==> config.mk <==
export PLATFORM = sky130hd
export DESIGN_NAME = brg_master_req_engine
export DESIGN_NICKNAME = d
export VERILOG_FILES = /design/src/rtl/brg_xcel_pkg.sv /design/src/rtl/brg_master_ret_accum.sv /design/src/rtl/brg_master_req_engine.sv
export SDC_FILE = /design/constraint.sdc
export NUM_CORES = 1
export LEC_CHECK = 0
export BUFFER_PORTS_ARGS = -buffer_cell sky130_fd_sc_hd__buf_4
export CORE_MARGIN = 2
export CORE_UTILIZATION = 29
export DETAILED_ROUTE_END_ITERATION = 12
export GPL_ROUTABILITY_DRIVEN = 0
export PLACE_DENSITY = 0.54
export SLEW_MARGIN = 20
export SYNTH_ARGS = -nofsm -noshare
export SYNTH_HDL_FRONTEND = slang
export SYNTH_HIERARCHICAL = 1
export SYNTH_SLANG_ARGS = --single-unit
export TNS_END_PERCENT = 10
==> constraint.sdc <==
create_clock -name clk_i -period 5.9 [get_ports clk_i]
set_clock_uncertainty 0.15 [all_clocks]
set_input_delay 0.885 -clock clk_i [delete_from_list [all_inputs] [get_ports clk_i]]
set_output_delay 0.885 -clock clk_i [all_outputs]
set_load 0.02 [all_outputs]
==> src/rtl/brg_xcel_pkg.sv <==
`default_nettype none
// ============================================================================
// Package  : brg_xcel_pkg
// Brief    : Shared state encoding and command record for the xcel master/slave
//            request logic.
// Revision : 1.0
// ============================================================================
package brg_xcel_pkg;

    // Command fields are held at their widest supported size; each engine
    // instance zero-extends its own narrower fields into them.
    localparam int CMD_CORD_W  = 16;
    localparam int CMD_ADDR_W  = 64;
    localparam int CMD_DATA_W  = 64;
    localparam int CMD_COUNT_W = 32;

    typedef enum logic [1:0] {
        IDLE  = 2'd0,
        ISSUE = 2'd1,
        DRAIN = 2'd2,
        DONE  = 2'd3
    } state_e;

    typedef struct packed {
        logic                   we;
        logic [CMD_CORD_W-1:0]  x;
        logic [CMD_CORD_W-1:0]  y;
        logic [CMD_ADDR_W-1:0]  addr;
        logic [CMD_DATA_W-1:0]  data;
        logic [CMD_COUNT_W-1:0] count;
    } cmd_s;

endpackage
`default_nettype wire

==> src/rtl/brg_master_ret_accum.sv <==
`default_nettype none
// ============================================================================
// Module   : brg_master_ret_accum
// Brief    : Counts in-order load returns, sums their data, flags id mismatch.
// Revision : 1.0
// ============================================================================
module brg_master_ret_accum #(
    parameter int data_width_p    = 32,
    parameter int load_id_width_p = 11,
    parameter int count_width_p   = 16
) (
    input  logic                       clk_i,
    input  logic                       reset_i,
    input  logic                       clear_i,
    input  logic                       active_i,
    input  logic                       returned_v_i,
    input  logic [data_width_p-1:0]    returned_data_i,
    input  logic [load_id_width_p-1:0] returned_load_id_i,
    output logic [count_width_p-1:0]   ret_cnt_o,
    output logic [data_width_p-1:0]    sum_o,
    output logic                       id_err_o
);

    logic [count_width_p-1:0] ret_cnt_q, ret_cnt_d;
    logic [data_width_p-1:0]  sum_q, sum_d;
    logic                     id_err_q, id_err_d;
    logic                     w_take;

    assign w_take = returned_v_i & active_i;

    always_comb begin
        ret_cnt_d = ret_cnt_q;
        sum_d     = sum_q;
        id_err_d  = id_err_q;
        if (clear_i) begin
            ret_cnt_d = '0;
            sum_d     = '0;
        end else if (w_take) begin
            ret_cnt_d = ret_cnt_q + count_width_p'(1);
            sum_d     = sum_q + returned_data_i;
            // Returns arrive in issue order, so the expected id is the return index.
            if (returned_load_id_i != load_id_width_p'(ret_cnt_q)) begin
                id_err_d = 1'b1;
            end
        end
    end

    always_ff @(posedge clk_i) begin
        if (reset_i) begin
            ret_cnt_q <= '0;
            sum_q     <= '0;
            id_err_q  <= 1'b0;
        end else begin
            ret_cnt_q <= ret_cnt_d;
            sum_q     <= sum_d;
            id_err_q  <= id_err_d;
        end
    end

    assign ret_cnt_o = ret_cnt_q;
    assign sum_o     = sum_q;
    assign id_err_o  = id_err_q;

endmodule
`default_nettype wire

==> src/rtl/brg_master_req_engine.sv <==
`default_nettype none
// ============================================================================
// Module   : brg_master_req_engine
// Brief    : Issues a burst of remote load/store requests, waits for all credits,
//            and pulses done with the summed load data.
//            Define BRG_MASTER_REQ_TRACE_EN for a simulation trace.
// Revision : 1.0
// ============================================================================
module brg_master_req_engine
    import brg_xcel_pkg::*;
#(
    parameter int x_cord_width_p    = 4,
    parameter int y_cord_width_p    = 4,
    parameter int data_width_p      = 32,
    parameter int addr_width_p      = 32,
    parameter int load_id_width_p   = 11,
    parameter int max_out_credits_p = 200,
    parameter int count_width_p     = 16
) (
    input  logic                                     clk_i,
    input  logic                                     reset_i,
    input  logic                                     cmd_v_i,
    output logic                                     cmd_ready_o,
    input  logic                                     cmd_we_i,
    input  logic [x_cord_width_p-1:0]                cmd_x_i,
    input  logic [y_cord_width_p-1:0]                cmd_y_i,
    input  logic [addr_width_p-1:0]                  cmd_addr_i,
    input  logic [data_width_p-1:0]                  cmd_data_i,
    input  logic [count_width_p-1:0]                 cmd_count_i,
    output logic                                     out_v_o,
    input  logic                                     out_ready_i,
    output logic                                     out_we_o,
    output logic [addr_width_p-1:0]                  out_addr_o,
    output logic [data_width_p-1:0]                  out_data_o,
    output logic [data_width_p/8-1:0]                out_mask_o,
    output logic [x_cord_width_p-1:0]                out_x_o,
    output logic [y_cord_width_p-1:0]                out_y_o,
    output logic [load_id_width_p-1:0]               out_load_id_o,
    input  logic                                     returned_v_i,
    input  logic [data_width_p-1:0]                  returned_data_i,
    input  logic [load_id_width_p-1:0]               returned_load_id_i,
    input  logic [$clog2(max_out_credits_p+1)-1:0]   out_credits_i,
    output logic                                     done_v_o,
    output logic [data_width_p-1:0]                  done_sum_o,
    output logic                                     id_err_o
);

    localparam int c_CREDIT_W = $clog2(max_out_credits_p + 1);

    state_e                   state_q, state_d;
    cmd_s                     cmd_q, cmd_d;
    logic [count_width_p-1:0] idx_q, idx_d;
    logic                     done_v_q, done_v_d;
    logic [data_width_p-1:0]  done_sum_q, done_sum_d;

    logic                     w_we;
    logic [addr_width_p-1:0]  w_base;
    logic [data_width_p-1:0]  w_seed;
    logic [count_width_p-1:0] w_count;
    logic                     w_fire;
    logic                     w_credits_full;
    logic                     w_load_active;
    logic                     w_accum_clear;
    logic [count_width_p-1:0] w_ret_cnt;
    logic [data_width_p-1:0]  w_sum;
    logic                     w_unused_cmd;

    assign w_we    = cmd_q.we;
    assign w_base  = cmd_q.addr[addr_width_p-1:0];
    assign w_seed  = cmd_q.data[data_width_p-1:0];
    assign w_count = cmd_q.count[count_width_p-1:0];
    // Upper bits of the widest-case command record are always zero here.
    assign w_unused_cmd = ^cmd_q;

    assign w_fire         = out_v_o & out_ready_i;
    assign w_credits_full = (out_credits_i == c_CREDIT_W'(max_out_credits_p));
    assign w_load_active  = (state_q != IDLE) & ~w_we;

    always_comb begin
        state_d       = state_q;
        cmd_d         = cmd_q;
        idx_d         = idx_q;
        done_v_d      = 1'b0;
        done_sum_d    = done_sum_q;
        w_accum_clear = 1'b0;
        case (state_q)
            IDLE: begin
                if (cmd_v_i) begin
                    cmd_d.we      = cmd_we_i;
                    cmd_d.x       = CMD_CORD_W'(cmd_x_i);
                    cmd_d.y       = CMD_CORD_W'(cmd_y_i);
                    cmd_d.addr    = CMD_ADDR_W'(cmd_addr_i);
                    cmd_d.data    = CMD_DATA_W'(cmd_data_i);
                    cmd_d.count   = CMD_COUNT_W'(cmd_count_i);
                    idx_d         = '0;
                    w_accum_clear = 1'b1;
                    state_d       = (cmd_count_i == '0) ? DONE : ISSUE;
                end
            end
            ISSUE: begin
                if (w_fire) begin
                    idx_d = idx_q + count_width_p'(1);
                    if (idx_q == w_count - count_width_p'(1)) begin
                        state_d = DRAIN;
                    end
                end
            end
            DRAIN: begin
                if (w_credits_full && (w_we || (w_ret_cnt == w_count))) begin
                    state_d = DONE;
                end
            end
            DONE: begin
                done_v_d   = 1'b1;
                done_sum_d = w_sum;
                state_d    = IDLE;
            end
            default: state_d = IDLE;
        endcase
    end

    always_ff @(posedge clk_i) begin
        if (reset_i) begin
            state_q    <= IDLE;
            cmd_q      <= '0;
            idx_q      <= '0;
            done_v_q   <= 1'b0;
            done_sum_q <= '0;
        end else begin
            state_q    <= state_d;
            cmd_q      <= cmd_d;
            idx_q      <= idx_d;
            done_v_q   <= done_v_d;
            done_sum_q <= done_sum_d;
        end
    end

    brg_master_ret_accum #(
        .data_width_p    (data_width_p),
        .load_id_width_p (load_id_width_p),
        .count_width_p   (count_width_p)
    ) u_ret_accum (
        .clk_i              (clk_i),
        .reset_i            (reset_i),
        .clear_i            (w_accum_clear),
        .active_i           (w_load_active),
        .returned_v_i       (returned_v_i),
        .returned_data_i    (returned_data_i),
        .returned_load_id_i (returned_load_id_i),
        .ret_cnt_o          (w_ret_cnt),
        .sum_o              (w_sum),
        .id_err_o           (id_err_o)
    );

    // Request fields depend only on registered state, so they hold under backpressure.
    assign cmd_ready_o   = (state_q == IDLE);
    assign out_v_o       = (state_q == ISSUE) && (out_credits_i != '0);
    assign out_we_o      = w_we;
    assign out_addr_o    = w_base + addr_width_p'(idx_q);
    assign out_data_o    = w_seed + data_width_p'(idx_q);
    assign out_mask_o    = '1;
    assign out_x_o       = cmd_q.x[x_cord_width_p-1:0];
    assign out_y_o       = cmd_q.y[y_cord_width_p-1:0];
    assign out_load_id_o = load_id_width_p'(idx_q);
    assign done_v_o      = done_v_q;
    assign done_sum_o    = done_sum_q;

`ifdef BRG_MASTER_REQ_TRACE_EN
    logic [31:0] trace_cycle_q;

    always_ff @(posedge clk_i) begin
        if (reset_i) begin
            trace_cycle_q <= '0;
        end else begin
            trace_cycle_q <= trace_cycle_q + 32'd1;
            if (w_fire) begin
                $display("[brg_req] fire x=%0d y=%0d addr=0x%0h we=%0b data=0x%0h id=%0d",
                         out_x_o, out_y_o, out_addr_o, out_we_o, out_data_o, out_load_id_o);
            end
            if (returned_v_i && w_load_active) begin
                $display("[brg_req] return id=%0d data=0x%0h", returned_load_id_i, returned_data_i);
            end
            if (state_q == DONE) begin
                $display("[brg_req] done sum=0x%0h cycle=%0d", w_sum, trace_cycle_q);
            end
        end
    end
`endif

endmodule
`default_nettype wire

==> impl_results.md <==
- Status: finished clean
- Setup CP Type: register to output port
- Seq cells post-synth: 189
- Int Power: 2.54 mW
- Worst-path clk slew: 0.08 ns
- First-pass GRT wire length: 58,600 um
- CTS tree: done
- Clock root cell: clkbuf_16
- Vias in the first global route: 10,900
- Final wirelength: 37,600 um
- PwrDens: 279 mW/mm^2
- Worst hold path type: register to register
- Worst VDD drop: 196 uV
- HPWL Detailed: 28,300 um
- Total GRT Usage: 17.7%
- PnR worst setup slack: 0.790 ns
- F_max: 0.196 GHz
- Cells after synthesis: 1,506
- Critical Path Start: idx_q[2]
- Initial antenna violation count: 5
- Number of synthesized flops with an enable pin: 0
- Switching part of the total: 37.6%
- NumNets Final: 1,921
- Cell with the most instances after synthesis: nand2_1
- Crit Path Max Fanout: 12
- Combinational share of power: 33.0%
- Longest Clk Path Bufs: 2
- Required @ worst endpoint: 4.87 ns
- Yosys cell types: 76
- Post-synth top cells: nand2_1, dfxtp_1, a21oi_1
- Port Buf Inserts: 264
- Avg Vias per Cell: 4.97
- Ranking of synthesized cells by area: dfxtp_1, nand2_1, ha_1
- Final number of hold-violating endpoints: 0
- Worst reg-to-reg path cell count: 10
- Average size of a mapped cell: 7.84 um^2
- Htree depth: 4
- Post-cts sizing count: 0
- Clk Latency, worst-skew pair: 0.46 ns
- Sequential fraction of the synthesis area: 32.1%
- RSZ-0062 raised after global routing: no
- DR vias: 11,200
- Syn Std Cell Area: 0.0118 mm^2
- Row count: 73
- Top FF cell, synth: dfxtp_1
- Slew margin rel.: 21.5%
- Grt total ovfl: 0
- Share of layout cells above drive strength 1: 19.3%
- DR pass1 iterations: 4
- DRT antenna net count: 0
- Pins over their slew limit: 0
- Total clock sinks: 189
- Pre-CTS setup slack: 1.21 ns
- Startpoint types: register
- IO Count: 269
- Crit. End Element: output port
- Final worst path period need: 5.11 ns
- Leakage: 6.20 nW
- Iteration-0 DRC Markers: 636
- Worst EP arrival: 4.07 ns
- Final setup vio count: 0
- Period utilization: 86.6%
- Worst R2R Setup Slack: 2.43 ns
- Core area: 0.0399 mm^2
- P_sw: 1.53 mW
- Initial Utilization: 29.6%
- Clock share of power: 28.9%
- Pin count of the biggest net entering global routing: 88
- Fill count: 4,166
- Slew @ Worst Pin: 1.17 ns
- Post-CTS setup buffers: 0
- Setup TNS Final: 0 ns
- Launching point of the worst reg2reg path: state_q[1]
- Area share of the largest cell type after synthesis: 32.1%
- Maxcap violations: 0
- Residual DRC: 0
- Post-synth top area cell: dfxtp_1
- Synth async-reset ratio: 0%
- HP Start: cmd_q[111]
- Synth warn: 6
- Final core occ: 36.6%
- CTS Hold Bufs: 0
- Die H: 206 um
- Setup crit end: out_data_o[28]
- Inserted Clock Buffers: 17
- Wire per inst: 16.7 um
- Sequential share of power: 38.0%
- Register area: 0.00378 mm^2
- Delay of the slowest critical-path stage: 0.75 ns
- Full die area: 0.0423 mm^2
- Slowest cell on crit path: o41ai_1
- FF-to-FF End: u_ret_accum/sum_o[26]
- Crit-path cells: ha_1 -> nor2b_1 -> o31a_1 -> o41ai_1 -> o211ai_1 -> a41oi_1 -> nand2b_1 -> xnor2_1 -> buf_4
- Die X: 206 um
- Area growth syn-to-layout: 23.8%
- Multi-input gate area: 0.00742 mm^2
power by group through the flow:
stage	logic [mW]	clock network (mW)	registers, mW
after floorplan	0.952	0	1.52
final	1.35	1.18	1.55
after global routing	1.50	1.28	1.57
after global placement	1.35	0	1.58
after detailed placement	1.36	0	1.58
after CTS	1.37	1.23	1.55
cell type report:
| cell class | instances | share of cell area [%] |
|---|---|---|
| repair buffers | 271 | 13.9 |
| multi-input cells | 1190 | 50.8 |
| well taps | 525 | 4.50 |
| diodes | 4 | 0.0685 |
| clock inverters | 15 | 1.04 |
| flip-flops and latches | 189 | 25.9 |
| clock buffers | 17 | 2.91 |
| inverters | 34 | 0.882 |
metrics by stage:
step           std cells  hold slack [ns]  power (mW)  instance area [um^2]
5_1_grt             2242            0.327        4.35                 14600
4_1_cts             2241            0.310        4.14                 14600
3_3_place_gp        2209            0.294        2.92                 14000
2_1_floorplan       1509            0.286        2.47                 11800
6_report            2245            0.310        4.08                 14600
3_5_place_dp        2209            0.300        2.94                 14000
layer usage:
metal | vias up | share of wire (%) | GRT usage, %
li1 | 5632 | - | -
met1 | 5193 | 45 | 22.1
met2 | 282 | 47 | 29.7
met3 | 49 | 6.4 | 4.58
met4 | 2 | 2.0 | 5.50
met5 | - | 0.032 | 0
cells in the final DEF (no fill, tap or decap), types with 5 or more instances in the layout:
master / n
or2_2: 6
a211oi_1: 9
nor4_1: 6
o21ai_0: 44
ha_1: 69
o31ai_1: 5
nand2_1: 285
nand2b_1: 9
a21oi_1: 161
o211ai_1: 7
xor2_1: 50
nor2b_1: 8
nor3_1: 22
nand4_1: 33
or4_1: 6
buf_4: 271
and2_1: 8
and3_1: 22
nand3_1: 35
inv_1: 33
nor2_1: 115
a41oi_1: 5
o21ai_1: 5
inv_6: 7
a211o_1: 5
a31oi_1: 11
o21a_1: 12
mux2i_1: 33
dfxtp_1: 189
or3_1: 12
a21o_1: 26
o21bai_1: 5
xnor2_1: 98
clkbuf_16: 17
worst min path at each step:
stage                            end  slack [ns]  cells after the start
after global placement    out_y_o[2]        0.29                      2
after detailed placement  out_x_o[1]        0.30                      2
final                     cmd_q[111]        0.31                      2
after global routing       cmd_q[40]        0.33                      2
after floorplan           cmd_q[115]        0.29                      2
after CTS                 out_x_o[1]        0.31                      2
cells by family (layout without fill, tap and decap cells):
| kind of cell | after synthesis | after routing | synth area share, % |
|---|---|---|---|
| buf+inv | 130 | 337 | 5.29 |
| xor+xnor | 148 | 148 | 11.0 |
| other cells | 1 | 8 | 0.0318 |
| flops | 189 | 189 | 32.1 |
| simple gates | 589 | 589 | 22.8 |
| compound gates | 343 | 343 | 18.1 |
| fa+ha+maj | 73 | 73 | 7.93 |
| mux | 33 | 33 | 2.80 |
critical path, delay by kind of cell, from the launching register on:
| family | cells | cell delay [ns] |
|---|---|---|
| xor+xnor | 1 | 0.12 |
| simple gates | 2 | 0.35 |
| buf+inv | 1 | 0.16 |
| fa+ha+maj | 1 | 0.37 |
| flops | 1 | 0.66 |
| compound gates | 4 | 1.95 |
flip-flops by register name, summed over array words and instances (netlist names):
register	count
cmd_q	80
done_sum_o	32
done_v_o	1
idx_q	16
out_we_o	1
out_x_o	4
out_y_o	4
state_q	2
u_ret_accum/id_err_o	1
u_ret_accum/ret_cnt_o	16
u_ret_accum/sum_o	32
Note: power is estimated with default switching activity, not from simulation.
